### src/rtl/car_pkg.sv
// Shared defaults and state encodings for the reset stretcher and autoplay channels.
package car_pkg;

  localparam int RST_HOLD_DEF = 4095;
  localparam int DB_CYC_DEF   = 65535;
  localparam int CNT_W_DEF    = 32;

  // IDLE: parked under reset | WAIT: start delay | ACTIVE_PH: phase counter running
  typedef enum logic [1:0] {
    IDLE      = 2'd0,
    WAIT      = 2'd1,
    ACTIVE_PH = 2'd2
  } chan_state_e;

  typedef enum logic {
    ST_HOLD = 1'b0,
    ST_RUN  = 1'b1
  } rst_state_e;

endpackage

### src/rtl/car_autoplay_chan.sv
// One autoplay channel: start delay, then a free-running or one-shot phase counter
// whose low region (phase < len) drives the active-low output one cycle later.
module car_autoplay_chan
  import car_pkg::*;
#(
  parameter int CNT_W = CNT_W_DEF
) (
  input  logic             sysclk,
  input  logic             reset,
  input  logic             rst_sync_i,
  input  logic             tick_ce_i,
  input  logic             auto_en_i,
  input  logic [CNT_W-1:0] start_i,
  input  logic [CNT_W-1:0] len_i,
  input  logic [CNT_W-1:0] period_i,
  output logic             auto_n_o
);

  chan_state_e      state_q;
  logic [CNT_W-1:0] dly_q;
  logic [CNT_W-1:0] phase_q;
  logic             auto_n_q;

  always_ff @(posedge sysclk or posedge reset) begin
    if (reset) begin
      state_q  <= IDLE;
      dly_q    <= '0;
      phase_q  <= '0;
      auto_n_q <= 1'b1;
    end else if (rst_sync_i) begin
      state_q  <= IDLE;
      dly_q    <= '0;
      phase_q  <= '0;
      auto_n_q <= 1'b1;
    end else if (!auto_en_i) begin
      auto_n_q <= 1'b1;
    end else begin
      auto_n_q <= !((state_q == ACTIVE_PH) && (phase_q < len_i));
      case (state_q)
        IDLE: state_q <= WAIT;
        WAIT: begin
          if (start_i == '0) begin
            state_q <= ACTIVE_PH;
            phase_q <= '0;
          end else if (tick_ce_i) begin
            if (dly_q == start_i - CNT_W'(1)) begin
              state_q <= ACTIVE_PH;
              phase_q <= '0;
            end else begin
              dly_q <= dly_q + CNT_W'(1);
            end
          end
        end
        ACTIVE_PH: begin
          if (tick_ce_i) begin
            if (period_i != '0) begin
              phase_q <= (phase_q == period_i - CNT_W'(1)) ? '0 : phase_q + CNT_W'(1);
            end else if (phase_q != '1) begin
              // one-shot: park at all-ones so the output stays inactive
              phase_q <= phase_q + CNT_W'(1);
            end
          end
        end
        default: state_q <= IDLE;
      endcase
    end
  end

  assign auto_n_o = auto_n_q;

endmodule

### src/rtl/car_reset_autoplay.sv
// Board reset generator: button debounce, reset stretcher held off by DCM lock,
// and NCH autoplay channels released once the stretched reset drops.
module car_reset_autoplay
  import car_pkg::*;
#(
  parameter int RST_HOLD = RST_HOLD_DEF,
  parameter int RST_W    = 16,
  parameter int DB_CYC   = DB_CYC_DEF,
  parameter int DB_W     = 16,
  parameter int NCH      = 3,
  parameter int CNT_W    = CNT_W_DEF
) (
  input  logic                 sysclk,
  input  logic                 reset,
  input  logic                 dcm_locked,
  input  logic                 button,
  input  logic                 tick_ce,
  input  logic                 auto_en,
  input  logic [NCH*CNT_W-1:0] ch_start,
  input  logic [NCH*CNT_W-1:0] ch_len,
  input  logic [NCH*CNT_W-1:0] ch_period,
  output logic                 rst_out,
  output logic [NCH-1:0]       auto_n,
  output logic                 button_db
);

  localparam logic [RST_W-1:0] HOLD_MAX = RST_W'(RST_HOLD);
  localparam logic [DB_W-1:0]  DB_LAST  = DB_W'(DB_CYC - 1);

  logic             btn_meta_q;
  logic             btn_sync_q;
  logic [DB_W-1:0]  db_cnt_q;
  logic             button_db_q;
  logic [RST_W-1:0] r_cnt_q;
  rst_state_e       rst_st_q;
  logic             rst_out_q;
  logic             rst_clr;

  always_ff @(posedge sysclk or posedge reset) begin
    if (reset) begin
      btn_meta_q  <= 1'b0;
      btn_sync_q  <= 1'b0;
      db_cnt_q    <= '0;
      button_db_q <= 1'b0;
    end else begin
      btn_meta_q <= button;
      btn_sync_q <= btn_meta_q;
      if (btn_sync_q == button_db_q) begin
        db_cnt_q <= '0;
      end else if (db_cnt_q == DB_LAST) begin
        db_cnt_q    <= '0;
        button_db_q <= ~button_db_q;
      end else begin
        db_cnt_q <= db_cnt_q + DB_W'(1);
      end
    end
  end

  assign rst_clr = !dcm_locked || button_db_q;

  // In RUN the counter sits at HOLD_MAX, so gating on the state is the same as r_cnt < RST_HOLD
  always_ff @(posedge sysclk or posedge reset) begin
    if (reset) begin
      r_cnt_q   <= '0;
      rst_st_q  <= ST_HOLD;
      rst_out_q <= 1'b1;
    end else begin
      rst_out_q <= (rst_st_q == ST_HOLD) && (r_cnt_q < HOLD_MAX);
      if (rst_clr) begin
        r_cnt_q <= '0;
      end else if (r_cnt_q != HOLD_MAX) begin
        r_cnt_q <= r_cnt_q + RST_W'(1);
      end
      case (rst_st_q)
        ST_HOLD: if (!rst_clr && (r_cnt_q == HOLD_MAX)) rst_st_q <= ST_RUN;
        ST_RUN:  if (rst_clr) rst_st_q <= ST_HOLD;
        default: rst_st_q <= ST_HOLD;
      endcase
    end
  end

  for (genvar gi = 0; gi < NCH; gi++) begin : g_chan
    car_autoplay_chan #(
      .CNT_W(CNT_W)
    ) u_chan (
      .sysclk     (sysclk),
      .reset      (reset),
      .rst_sync_i (rst_out_q),
      .tick_ce_i  (tick_ce),
      .auto_en_i  (auto_en),
      .start_i    (ch_start[gi*CNT_W +: CNT_W]),
      .len_i      (ch_len[gi*CNT_W +: CNT_W]),
      .period_i   (ch_period[gi*CNT_W +: CNT_W]),
      .auto_n_o   (auto_n[gi])
    );
  end

  assign rst_out   = rst_out_q;
  assign button_db = button_db_q;

endmodule

### config.mk
export PLATFORM = sky130hd
export DESIGN_NAME = car_reset_autoplay
export DESIGN_NICKNAME = d
export VERILOG_FILES = /design/src/rtl/car_pkg.sv /design/src/rtl/car_autoplay_chan.sv /design/src/rtl/car_reset_autoplay.sv
export SDC_FILE = /design/constraint.sdc
export NUM_CORES = 1
export LEC_CHECK = 0
export CAP_MARGIN = 20
export CORE_MARGIN = 1.5
export CORE_UTILIZATION = 57
export CTS_CLUSTER_DIAMETER = 30
export DETAILED_ROUTE_END_ITERATION = 8
export PLACE_DENSITY = 0.79
export SETUP_SLACK_MARGIN = 0.5
export SYNTH_ARGS = -nofsm -noshare
export SYNTH_HDL_FRONTEND = slang
export SYNTH_SLANG_ARGS = --single-unit
### constraint.sdc
create_clock -name sysclk -period 10.7 [get_ports sysclk]
set_input_delay 2.14 -clock sysclk [delete_from_list [all_inputs] [get_ports sysclk]]
set_output_delay 2.14 -clock sysclk [all_outputs]
set_load 0.03 [all_outputs]
# Word level (Yosys, flattened, before mapping)

Index checks and enable logic that the tools add are counted.

Word-level logic and storage cells: 198
Output and inout port bits: 5
Input bits: 294
Bits in registers: 238

Mux-type cells: 79
Bitwise gates (word level): 3
Order comparisons: 4
Equal/unequal tests: 40
Reduce and logical (&&, ||, !) cells: 39
Add/subtract/negate cells: 14

Operators with widths:

| kind                                                                            | count |
|---|---|
| 32-bit two-way mux                                                              | 45 |
| 32-bit by 1-bit adder with 32-bit output (second input constant)                | 6 |
| 32-bit == test                                                                  | 6 |
| 32-bit case mux with 2 select lines                                             | 3 |
| 32-bit by 1-bit subtractor with 32-bit output (second input constant)           | 6 |
| 32-bit zero test                                                                | 3 |
| 32-bit less-than comparator                                                     | 3 |
| 32-bit inequality test (second input constant)                                  | 3 |
| 32-bit nonzero test                                                             | 3 |
| 16-bit two-way mux                                                              | 4 |
| 16-bit by 1-bit adder with 16-bit output (second input constant)                | 2 |
| 2-bit two-way mux                                                               | 15 |
| 2-bit inequality test (second input constant)                                   | 9 |
| 2-bit case mux with 3 select lines                                              | 3 |
| 6-bit AND reduction                                                             | 3 |
| 16-bit by 12-bit == test with 1-bit output (second input constant)              | 1 |
| 16-bit == test (second input constant)                                          | 1 |
| 16-bit by 12-bit less-than comparator with 1-bit output (second input constant) | 1 |
| 16-bit by 12-bit inequality test with 1-bit output (second input constant)      | 1 |
| 5-bit AND reduction                                                             | 3 |
| 4-bit by 2-bit inequality test with 1-bit output (second input constant)        | 3 |
| 4-bit by 3-bit inequality test with 1-bit output (second input constant)        | 3 |
| 4-bit inequality test (second input constant)                                   | 3 |
| 4-bit AND reduction                                                             | 3 |
| other kinds (14)                                                                | 46 |

# Longest topological paths before layout

Gate-level depths: netlist of the first run.

Word-level depth: 8
Mapped depth: 15
Gate-level depth less buffers: 13

# By module

Synthesis of the first run repeated with hierarchy kept, for this count alone.

Cell total of the unflattened synthesis: 2948
Area, all modules: 23984.3 um^2

By module, submodules not included:

| module                                    | area an instance (um^2) | cells an instance | sequential area each (um^2) | times used |
|---|---|---|---|---|
| car_autoplay_chan at g_chan[0].u_chan ... | 7418.4                  | 917               | 1677.9                      | 2 |
| car_autoplay_chan at g_chan[2].u_chan     | 7278.2                  | 934               | 1677.9                      | 1 |
| car_reset_autoplay                        | 1869.3                  | 180               | 927.1                       | 1 |

# Worst setup path before layout of the first run

OpenSTA, ideal clock, no wires.

Kind: input to register
Start point: input ch_period[0]
End point: register g_chan[0].u_chan.phase_q[29]
Path slack: 4.705 ns
Path buffers: 2
Arrival time: 5.858 ns
Stages: 14
Library setup time: 0.137 ns
Required time: 10.563 ns
Cell sequence: inv_1 -> ha_1 -> nor4b_1 -> nand4_1 -> or3b_1 -> and3_1 -> o31a_1 -> or4_1 -> nor4_1 -> nand2b_1 -> or2_2 -> clkbuf_1 -> clkbuf_1 -> o21ai_0

Cells in the longest elaborated chain, start to end: 8
Elaborated cells on any way between the ends: 11

Ends and longest elaborated chain:

| what                                          | line                     | source |
|---|---|---|
| from (decl)                                   | car_reset_autoplay.sv:21 | `input logic [NCH*CNT_W-1:0] ch_period,` |
| 32-bit by 1-bit subtractor with 32-bit output | car_autoplay_chan.sv:57  | `phase_q <= (phase_q == period_i - CNT_W'(1)) ? '0 : phase_q + CNT_W'(1);` |
| 32-bit == test                                | car_autoplay_chan.sv:57  |  |
| 32-bit two-way mux                            | car_autoplay_chan.sv:57  |  |
| 32-bit two-way mux                            | car_autoplay_chan.sv:56  | `if (period_i != '0) begin` |
| 32-bit two-way mux                            | car_autoplay_chan.sv:55  | `if (tick_ce_i) begin` |
| 32-bit case mux with 2 select lines           | car_autoplay_chan.sv:39  | `case (state_q)` |
| 32-bit two-way mux                            | car_autoplay_chan.sv:35  | `end else if (!auto_en_i) begin` |
| 32-bit two-way mux                            | car_autoplay_chan.sv:30  | `end else if (rst_sync_i) begin` |
| to (signal assigned)                          | car_autoplay_chan.sv:57  |  |
| to (signal assigned)                          | car_autoplay_chan.sv:60  | `phase_q <= phase_q + CNT_W'(1);` |
| to (decl)                                     | car_autoplay_chan.sv:21  | `logic [CNT_W-1:0] phase_q;` |

Several ways; a longest one is shown, not always the timed one. The select of a mux whose other input is x is not followed.
A chain may end at the register's enable or synchronous reset.

# Worst setup path after layout of the first run

Start point: input ch_period[36]
End point: register g_chan[1].u_chan.phase_q[9]

Cells in the longest elaborated chain, start to end: 8
Elaborated cells on any way between the ends: 11

Ends and longest elaborated chain:

| what                                          | line |
|---|---|
| 32-bit by 1-bit subtractor with 32-bit output | car_autoplay_chan.sv:57 |
| 32-bit == test                                | car_autoplay_chan.sv:57 |
| 32-bit two-way mux                            | car_autoplay_chan.sv:57 |
| 32-bit two-way mux                            | car_autoplay_chan.sv:56 |
| 32-bit two-way mux                            | car_autoplay_chan.sv:55 |
| 32-bit case mux with 2 select lines           | car_autoplay_chan.sv:39 |
| 32-bit two-way mux                            | car_autoplay_chan.sv:35 |
| 32-bit two-way mux                            | car_autoplay_chan.sv:30 |
| to (signal assigned)                          | car_autoplay_chan.sv:57 |
| to (signal assigned)                          | car_autoplay_chan.sv:60 |
| to (decl)                                     | car_autoplay_chan.sv:21 |

Several ways; a longest one is shown, not always the timed one. The select of a mux whose other input is x is not followed.

==> reports/results.txt, run 1 <==
Synth Instances: 2,718
grt total ovfl: 0
Resize count post-CTS: 0
post-synthesis simple-gate area fraction: 0.299
Synth async-reset ratio: 1.00
TritonRoute pass-1 iters: 6
Non-Filler Instances: 3,488
cell area after synthesis: 21,400 um2
# port buffers: 298
GR met3 Demand/Resource: 0.0426
Remaining DRCs: 0
Hold Vio Cnt, Final: 0
yosys synthesis warning count: 0
Mean Syn Cell Area: 7.88 um2
synthesis-to-layout area growth: 23.7%
reg2reg end: g_chan[1].u_chan.phase_q[9]$_DFFE_PP0P_
Worst Reg-to-Reg Cells: 12
PwrDens: 109 nW/um2
Peak VDD IR: 120 uV
CORE AREA: 36,800 um2
num rows: 70
XOR/XNOR Fraction of Synth Area: 0.144
Max Clock Freq: 135 MHz
# placed instances: 3,382
post-route setup TNS: 0 ns
# hold bufs at CTS: 0
mux share of post-synthesis cell area: 0.0149
adder-cell share of the synthesized area: 0.0631
Synth Flop Type: dfrtp_1
slew at the pin closest to its max-slew limit: 1.04 ns
die footprint: 38,800 um2
RD Place Congestion: 0.963
clock-pin transition on the worst setup and hold timing paths: 0.05 ns
commonest cells after routing, fill and taps aside: clkdlybuf4s50_1 (298), nor2_1 (273), dfrtp_1 (234)
vias in the first global route: 21.4k
critical path peak fanout: 32
Post-synth EDFFs: 0
Worst Hold Path EP: btn_sync_q$_DFF_PP0_
CTS tree: built
Clock Path Buffers: 3
largest net degree at the start of global routing: 115
global-route wire length before repair: 107 mm
Hold Crit Depth: 0
final setup skew: 0.0348 ns
DRT antenna net count: 0
post-route minimum period: 7.39 ns
Critical Path Sink Type: flop
Lkg Pwr: 11.0 nW
grt met1 use: 0.427
kind of critical path: in -> reg
initial antenna violation count: 5
height of the chip: 197 um
crit start category: primary input
CTS sink count: 238
Seq cells post-synth: 238
worst setup path start: ch_period[36]
status: finished clean
largest family of logic cells by synthesized area: simple AND/OR/NAND/NOR gates
reg2reg start: g_chan[1].u_chan.phase_q[15]$_DFFE_PP0P_
postcts setup bufs: 0
Post-Route WL: 65.3 mm
Worst Hold Class: reg -> reg
fin area: 26,500 um2
hpwl dp: 49.4 mm
violation count after the first detailed-route iteration: 1,657
clock latency on the worst-skew pair: 0.59 ns
Tcrit/Tclk final: 0.691
most common cell after layout, fill and taps aside: clkdlybuf4s50_1
initial cell density of the core: 0.583
fraction of layout instances using a drive strength above 1: 0.0574
Final Max Tran Viols: 0
Post-Syn Nets: 3,120
sequential area share after synthesis: 0.278
compound-gate portion of the synthesized area: 0.155
CTS buffer count: 53
RSZ-0062 raised after global routing: false
Reg2Reg Setup Slack: 6.30 ns
placed inst area: 24,600 um2
Total GRT Usage: 0.337
via count: 21.7k
DR WL/cell: 18.7 um
CTS Root Cell: clkbuf_16
met2 Resource Use GR: 0.573
# fillers: 2,836
GRT busiest layer: met2
crit path DAT: 7.83 ns
Netlist cell types: 82
Rel. slew slack: 0.297
final setup vio count: 0
hold path startpoint: btn_meta_q$_DFF_PP0_
Via density: 6.21
Required @ worst endpoint: 11.14 ns
Total Nets Final: 3,373
H-tree levels: 2
total I/O pin count: 299
maxcap violations: 0
Die X: 197 um
==> state kept, by name (all words and copies together) (netlist names) <==
signal                  flops
btn_meta_q                  1
rst_st_q                    1
g_chan.u_chan.dly_q        96
g_chan.u_chan.auto_n_o      3
g_chan.u_chan.state_q       6
btn_sync_q                  1
g_chan.u_chan.phase_q      96
db_cnt_q                   16
r_cnt_q                    16
rst_out                     1
button_db                   1
==> cell type report <==
| type | instances | area, um2 | area share |
|---|---|---|---|
| Sequential cell | 238 | 5960 | 0.225 |
| Antenna cell | 4 | 10.0 | 0.000377 |
| Timing Repair Buffer | 310 | 3090 | 0.117 |
| Clock buffer | 60 | 1410 | 0.0533 |
| Inverter | 148 | 563 | 0.0212 |
| Tap cell | 468 | 586 | 0.0221 |
| Clock inverter | 40 | 417 | 0.0157 |
| Multi-Input combinational cell | 2220 | 14500 | 0.546 |
==> Yosys cell counts (all sizes together), types with 7 or more instances <==
library cell	n	area, um2
a311oi	7	61.3
or4	45	345
and4	17	149
inv	148	556
nand3b	16	120
mux2i	24	240
mux2	7	78.8
o21ai	176	881
o2111ai	9	78.8
o41ai	11	96.3
dfrtp	234	5860
a31oi	22	138
nor4b	9	78.8
nor2	273	1020
a211oi	13	97.6
nand4b	8	70.1
o22ai	9	56.3
and4b	7	70.1
nor2b	34	213
nand3	115	576
buf	16	83.8
o211ai	8	60.1
nand2	200	751
xnor2	173	1520
and2	17	106
clkbuf	96	360
xor2	179	1570
nor3	95	475
nand2b	50	320
ha	108	1350
or2	29	181
nor3b	12	90.1
o31a	8	70.1
or3	53	332
nor4	72	450
a21oi	86	430
a21o	52	390
nand4	89	557
o31ai	49	368
and3	59	369
==> report_power, final <==
| group | total, W | switching (W) | leakage (nW) | internal [W] |
|---|---|---|---|---|
| Combinational | 0.000338 | 0.000169 | 6.86 | 0.000169 |
| Sequential | 0.000907 | 0.00000231 | 3.30 | 0.000904 |
| Clock | 0.00164 | 0.000582 | 0.870 | 0.00106 |
| Total | 0.00289 | 0.000753 | 11.0 | 0.00214 |
==> per-layer routing <==
metal	wire length, um	vias up
met2	31600	863
met5	11	-
met4	2760	2
met3	4070	197
li1	-	10326
met1	26900	10281
==> cell families after synthesis <==
| logic type | count (synthesis) |
|---|---|
| AO/OA/AOI/OAI | 516 |
| buffers and inverters | 260 |
| AND/OR/NAND/NOR | 1213 |
| XOR/XNOR | 352 |
| multiplexers | 31 |
| flip-flops | 238 |
| adder cells (fa/ha/maj) | 108 |
==> critical path, cell delays in order <==
cell and delay (ns):
clkdlybuf4s50_1 0.56, nor4_1 0.84, nand4b_1 0.56, or4_1 0.70, or3b_2 0.49, a211oi_1 0.26
a311oi_1 0.07, or4_1 0.56, nand2_1 0.78, nor2_1 0.36, buf_4 0.32, nand4_1 0.11
o21ai_1 0.07
==> through the flow <==
step | power [W] | utilization | worst slack (ns) | hold WS, ns
finish | 0.00289 | 0.721 | 3.31 | 0.360
global route | 0.00298 | 0.721 | 2.79 | 0.387
CTS | 0.00290 | 0.720 | 3.46 | 0.359
detailed placement | 0.00125 | 0.670 | 2.86 | 0.348
global placement | 0.00125 | 0.670 | 2.98 | 0.332
floorplan | 0.00107 | - | 2.04 | 0.331
==> worst max path at each step <==
stage                                                          end
after floorplan                               btn_meta_q$_DFF_PP0_
after global placement    g_chan[0].u_chan.phase_q[17]$_DFFE_PP0P_
after detailed placement  g_chan[1].u_chan.phase_q[15]$_DFFE_PP0P_
after CTS                  g_chan[1].u_chan.phase_q[6]$_DFFE_PP0P_
after global routing       g_chan[1].u_chan.phase_q[9]$_DFFE_PP0P_
final                      g_chan[1].u_chan.phase_q[9]$_DFFE_PP0P_
Note: power is estimated with default switching activity, not from simulation.
==> run 2: changes to the inputs <==
- CORE_UTILIZATION: 57 -> 51
- PLACE_DENSITY: 0.79 -> 0.74
- clock period: 10.7 -> 6.35 ns (I/O delays scaled with it)
==> run 2 against run 1 <==
  * Non-clock buffer count rose by 28
  * Clock skew fell by 0.0055 ns
  * Count of clock-buffer cells in the layout did not move
  * Core utilization fell by 6.1 points
  * Register-to-register slack got worse by 4.1 ns
  * Total power rose by 86%
  * First-iteration DRC count rose by 2.3%
  * Die area rose by 12%
  * Design area rose by 2.3%
  * Via count barely moved
  * Critical path type unchanged
  * Largest cell class unchanged
  * Highest routed layer is now met4
==> reports/results.txt, run 2 (same netlist as run 1, synthesis figures left out) <==
Rel. slew slack: 0.408 (+0.111)
# hold bufs at CTS: 0 (unchanged)
clock-pin transition on the worst setup and hold timing paths: 0.05 ns (about the same)
Final Max Tran Viols: 0 (unchanged)
Seq pwr share: 0.284 (-0.030)
violation count after the first detailed-route iteration: 1,695 (+2.3%)
Max Clock Freq: 182 MHz
grt total ovfl: 0 (unchanged)
RSZ-0062 raised after global routing: false
TritonRoute pass-1 iters: 5 (-1)
status: finished clean
top cell family by delay on the critical path: simple AND/OR/NAND/NOR gates
initial cell density of the core: 0.521 (-0.0613)
kind of critical path: in -> reg
commonest cells after routing, fill and taps aside: clkdlybuf4s50_1 (298), nor2_1 (273), dfrtp_1 (234)
H-tree levels: 2 (unchanged)
CTS buffer count: 55 (+3.8%)
critical path peak fanout: 18 (-44%)
Sw Share: 0.239 (-0.0214)
CTS sink count: 238 (unchanged)
CORE AREA: 41,100 um2 (+12%)
clock latency on the worst-skew pair: 0.61 ns (+0.02 ns)
# placed instances: 3,476 (+2.8%)
most common cell after layout, fill and taps aside: clkdlybuf4s50_1
Worst Hold Class: reg -> reg
post-route minimum period: 5.50 ns
DR WL/cell: 18.3 um (-2.4%)
CTS tree: built
post-route setup TNS: 0 ns (unchanged)
CTS Root Cell: clkbuf_16
initial antenna violation count: 0 (-5)
Non-Filler Instances: 3,581 (+2.7%)
largest net degree at the start of global routing: 145 (+26%)
DRT antenna net count: 0 (unchanged)
Psw: 0.00129 W (+71%)
crit path DAT: 6.04 ns (-1.79 ns)
slew at the pin closest to its max-slew limit: 0.880 ns (-0.160 ns)
Peak VDD IR: 183 uV (+53%)
Clock Path Buffers: 3 (unchanged)
Die X: 208 um (+5.6%)
Comb power frac: 0.106 (-0.011)
Required @ worst endpoint: 6.89 ns (-4.25 ns)
PwrDens: 199 nW/um2 (+82%)
Via density: 6.05 (-2.7%)
synthesis-to-layout area growth: 26.6%
slowest CP cell: nor4_1
Int Power: 0.00410 W (+92%)
die footprint: 43,300 um2 (+12%)
Total GRT Usage: 0.302 (-0.0353)
postcts setup bufs: 0 (unchanged)
Final Power: 0.00539 W (+86%)
crit start category: primary input
maxcap violations: 0 (unchanged)
biggest registers after layout: g_chan.u_chan.dly_q: 96 flops, g_chan.u_chan.phase_q: 96 flops
Tcrit/Tclk final: 0.866
final setup skew: 0.0293 ns (-0.00548 ns)
Critical Path Sink Type: flop
# port buffers: 298 (unchanged)
global-route wire length before repair: 109 mm (+1.6%)
total I/O pin count: 299 (unchanged)
Worst path max stage delay: 0.63 ns (-0.21 ns)
CP cell instances: clkdlybuf4s50_1 -> inv_1 -> ha_1 -> or3b_2 -> nor4_1 -> nand3_1 -> mux2_2 -> nor4b_1 -> nand4_1 -> o41ai_1 -> buf_4 -> a221oi_4 -> or2_2 -> or4_1 -> nand2_1
Hold Vio Cnt, Final: 0 (unchanged)
Resize count post-CTS: 0 (unchanged)
Lkg Pwr: 11.3 nW (+2.6%)
fraction of layout instances using a drive strength above 1: 0.0666 (+0.00924)
WP buf/inv: 3 (+1)
height of the chip: 208 um (+5.6%)
RD Place Congestion: 0.923 (-4.1%)
clock network power share: 0.610 (+0.041)
Total Nets Final: 3,403 (+0.89%)
vias in the first global route: 21.5k (+0.15%)
Post-Route WL: 65.4 mm (+0.17%)
num rows: 74 (+5.7%)
via count: 21.7k (-0.083%)
Remaining DRCs: 0 (unchanged)
hpwl dp: 50.2 mm (+1.7%)
final setup vio count: 0 (unchanged)
[run 2: stage by stage]
stage	hold slack [ns]	area [um2]	util	setup slack (ns)
3_5_place_dp	0.342	25000	0.607	0.271
4_1_cts	0.353	27100	0.660	0.874
3_3_place_gp	0.333	25000	0.607	0.350
5_1_grt	0.367	27100	0.660	0.574
2_1_floorplan	0.331	21400	-	1.22
6_report	0.350	27100	0.660	0.850
[run 2: area by class of cell]
type                    count  area (um2)
diodes                      1        2.50
clock buffers              60        1420
clock inverters            44         744
fillers                  3490       14000
inverters                 148         559
multi-input cells        2220       14500
flip-flops and latches    238        5960
well taps                 532         666
repair buffers            338        3300
[run 2: power groups by stage]
stage	clock, W	sequential [W]	combinational, W
6_report	0.00329	0.00153	0.000571
5_1_grt	0.00341	0.00153	0.000624
4_1_cts	0.00332	0.00153	0.000569
2_1_floorplan	0	0.00155	0.000254
3_5_place_dp	0	0.00155	0.000564
3_3_place_gp	0	0.00155	0.000555
[run 2: path summary, 6_finish.rpt]
path	depth (start not counted)	endpoint	slack, ns	startpoint
setup / recovery	15	g_chan[0].u_chan.phase_q[17]$_DFFE_PP0P_	0.85	ch_start[0]
hold / removal	0	btn_sync_q$_DFF_PP0_	0.35	btn_meta_q$_DFF_PP0_
setup reg to reg	10	g_chan[2].u_chan.phase_q[18]$_DFFE_PP0P_	2.24	g_chan[2].u_chan.dly_q[2]$_DFFE_PP0P_
hold reg to reg	0	btn_sync_q$_DFF_PP0_	0.35	btn_meta_q$_DFF_PP0_
max in group asynchronous	3	g_chan[0].u_chan.dly_q[8]$_DFFE_PP0P_	3.90	reset
min in group asynchronous	2	g_chan[1].u_chan.dly_q[14]$_DFFE_PP0P_	1.19	reset
[run 2: layer usage]
metal  part of all wire  track usage  up-vias
met5                  0            0        -
met3              0.051       0.0411      137
met4              0.030        0.102        0
met2               0.48        0.521      726
li1                   -            -    10394
met1               0.44        0.388    10394
[run 2: worst register-to-register path, cell delays in order, from the launching register on]
cell and delay, ns:
dfrtp_1 0.46, nor2b_1 0.17, o311ai_0 0.60, nand4_1 0.17
or4_1 0.55, or4_1 0.60, o31a_1 0.39, or3_1 0.35
nand2b_4 0.28, or3_1 0.41, o21ai_0 0.07
==> run 3: changes to the inputs <==
- CORE_UTILIZATION: 51 -> 57
- PLACE_DENSITY: 0.74 -> 0.83
- clock period: 6.35 -> 6.1 ns (I/O delays scaled with it)
==> run 3 against run 2 <==
  * Largest cell class unchanged
  * Combinational power increased by 4.7%
  * Sequential power increased by 4%
  * Sequential cell count unchanged
  * Routed wire length increased by 0.29%
  * Clock power decreased by 13%
==> reports/results.txt, run 3 (same netlist as run 1, synthesis figures left out) <==
largest net degree at the start of global routing: 133 (-8.3%)
final setup skew: 0.0263 ns (-0.00295 ns)
DRT antenna net count: 0 (unchanged)
Hold WS: 0.337 ns (-0.0132 ns)
placed inst area: 25,000 um2 (+0.11%)
Levels on crit path: 17 (+2)
worst setup path start: ch_start[0]
# port buffers: 298 (unchanged)
Die X: 197 um (-5.3%)
clock network power share: 0.566 (-0.044)
CP cell instances: clkdlybuf4s50_1 -> inv_1 -> ha_1 -> or3b_2 -> nor4_1 -> buf_4 -> nand3_1 -> mux2_2 -> nor4b_1 -> nand4_1 -> o41ai_1 -> buf_4 -> a221oi_4 -> buf_4 -> or4_1 -> a21oi_1 -> a21o_1
Comb power frac: 0.118 (+0.012)
Max Clock Freq: 185 MHz
num rows: 70 (-5.4%)
final core utilization: 0.730 (+0.0701)
global-route wire length before repair: 106 mm (-2.3%)
CTS buffer count: 53 (-3.6%)
most common cell after layout, fill and taps aside: clkdlybuf4s50_1
met2 Resource Use GR: 0.573 (+0.0519)
DR WL/cell: 18.6 um (+1.8%)
post-route setup TNS: 0 ns (unchanged)
status: finished clean
crit start category: primary input
Post-Route WL: 65.6 mm (+0.29%)
Rel. slew slack: 0.364 (-0.0438)
CTS tree: built
clock latency on the worst-skew pair: 0.57 ns (-0.04 ns)
GRT busiest layer: met2
Worst path max stage delay: 0.59 ns (-0.04 ns)
biggest registers after layout: g_chan.u_chan.dly_q: 96 flops, g_chan.u_chan.phase_q: 96 flops
CTS sink count: 238 (unchanged)
commonest cells after routing, fill and taps aside: clkdlybuf4s50_1 (298), nor2_1 (273), dfrtp_1 (234)
Worst Hold Class: reg -> reg
total I/O pin count: 299 (unchanged)
clock-pin transition on the worst setup and hold timing paths: 0.05 ns (about the same)
Reg2Reg Setup Slack: 1.99 ns (-0.25 ns)
Total GRT Usage: 0.333 (+0.0308)
CP dominant cell by count: buf_4
grt total ovfl: 0 (unchanged)
WP buf/inv: 5 (+2)
violation count after the first detailed-route iteration: 1,726 (+1.8%)
reg2reg end: g_chan[2].u_chan.phase_q[3]$_DFFE_PP0P_
Lkg Pwr: 11.2 nW (-0.81%)
crit path to: g_chan[0].u_chan.phase_q[27]$_DFFE_PP0P_
maxcap violations: 0 (unchanged)
CORE AREA: 36,800 um2 (-11%)
Psw: 0.00128 W (-0.63%)
via count: 22.1k (+2.2%)
Required @ worst endpoint: 6.59 ns (-0.30 ns)
crit path DAT: 5.90 ns (-0.14 ns)
Int Power: 0.00377 W (-8.1%)
slew at the pin closest to its max-slew limit: 0.951 ns (+0.0717 ns)
RD Place Congestion: 1.01 (+9.2%)
Remaining DRCs: 0 (unchanged)
CTS Root Cell: clkbuf_16
top cell family by delay on the critical path: simple AND/OR/NAND/NOR gates
fin area: 26,900 um2 (-1.0%)
Hold Vio Cnt, Final: 0 (unchanged)
Final Max Tran Viols: 0 (unchanged)
hpwl dp: 49.2 mm (-2.0%)
Clock Path Buffers: 3 (unchanged)
die footprint: 38,800 um2 (-10%)
Worst Reg-to-Reg Cells: 11 (+1)
grt met1 use: 0.422 (+0.0339)
final setup vio count: 0 (unchanged)
TritonRoute pass-1 iters: 7 (+2)
critical path peak fanout: 36 (+18)
Sw Share: 0.254 (+0.0145)
Critical Path Sink Type: flop
slowest CP cell: or4_1
H-tree levels: 2 (unchanged)
reg2reg start: g_chan[2].u_chan.dly_q[2]$_DFFE_PP0P_
kind of critical path: in -> reg
initial antenna violation count: 5 (+5)
Tcrit/Tclk final: 0.887
Total Nets Final: 3,412 (+0.26%)
dpl ws: 0.185 ns (-0.0854 ns)
fraction of layout instances using a drive strength above 1: 0.0687 (+0.00214)
# hold bufs at CTS: 0 (unchanged)
Via density: 6.27 (+3.7%)
height of the chip: 197 um (-5.3%)
Seq pwr share: 0.315 (+0.031)
setup ws final: 0.690 ns (-0.160 ns)
RSZ-0062 raised after global routing: false
initial cell density of the core: 0.583 (+0.0613)
# fillers: 2,816 (-19%)
PwrDens: 188 nW/um2 (-5.4%)
synthesis-to-layout area growth: 25.3%
post-route minimum period: 5.41 ns
vias in the first global route: 21.6k (+0.62%)
GR met3 Demand/Resource: 0.0453 (+0.00429)
Peak VDD IR: 174 uV (-5.2%)
## run 3: cell types whose count changed in the layout (fill, tap and decap cells not counted), moves of 2 or more
cell and delta:
diode_2 +4, clkinvlp_4 +2, clkinv_4 -2, bufinv_16 -13
buf_4 +9, clkbuf_1 +3, clkbuf_8 +7, inv_8 +2
buf_12 +2
## run 3: power by group through the flow
stage / Combinational (W) / Clock [W] / Sequential (W)
global route: 0.000649 / 0.00297 / 0.00159
global placement: 0.000577 / 0 / 0.00161
detailed placement: 0.000590 / 0 / 0.00162
floorplan: 0.000264 / 0 / 0.00162
finish: 0.000598 / 0.00286 / 0.00159
CTS: 0.000594 / 0.00289 / 0.00159
## run 3: layout make-up
class / instances / area [um2] / share of cell area
multi-input cells: 2220 / 14500 / 0.540
flip-flops and latches: 238 / 5960 / 0.222
clock buffers: 69 / 1500 / 0.0558
well taps: 468 / 586 / 0.0218
clock inverters: 31 / 332 / 0.0123
inverters: 148 / 559 / 0.0208
repair buffers: 349 / 3400 / 0.127
diodes: 5 / 12.5 / 0.000466
## run 3: how the worst min path moves through the flow
stage	slack (ns)	end	depth (start not counted)	from
3_5_place_dp	0.34	btn_sync_q$_DFF_PP0_	0	btn_meta_q$_DFF_PP0_
5_1_grt	0.35	btn_sync_q$_DFF_PP0_	0	btn_meta_q$_DFF_PP0_
2_1_floorplan	0.33	btn_sync_q$_DFF_PP0_	0	btn_meta_q$_DFF_PP0_
4_1_cts	0.34	btn_sync_q$_DFF_PP0_	0	btn_meta_q$_DFF_PP0_
3_3_place_gp	0.34	btn_sync_q$_DFF_PP0_	0	btn_meta_q$_DFF_PP0_
6_report	0.34	btn_sync_q$_DFF_PP0_	0	btn_meta_q$_DFF_PP0_
## run 3: per-layer routing
metal / up-vias / share of wire
met5: - / 0
met4: 0 / 0.031
met3: 153 / 0.061
met2: 908 / 0.49
met1: 10639 / 0.42
li1: 10419 / -
## run 3: timing repair
action / 4_1_cts / 5_1_grt
setup endpoints to repair: 0 / 5
resized for setup: 0 / 4
setup buffers: 0 / 0
## run 3: metrics by stage
| step | cells | total power, W |
|---|---|---|
| after floorplan | 2718 | 0.00188 |
| after CTS | 3523 | 0.00507 |
| final | 3528 | 0.00505 |
| after detailed placement | 3423 | 0.00220 |
| after global placement | 3423 | 0.00219 |
| after global routing | 3527 | 0.00521 |
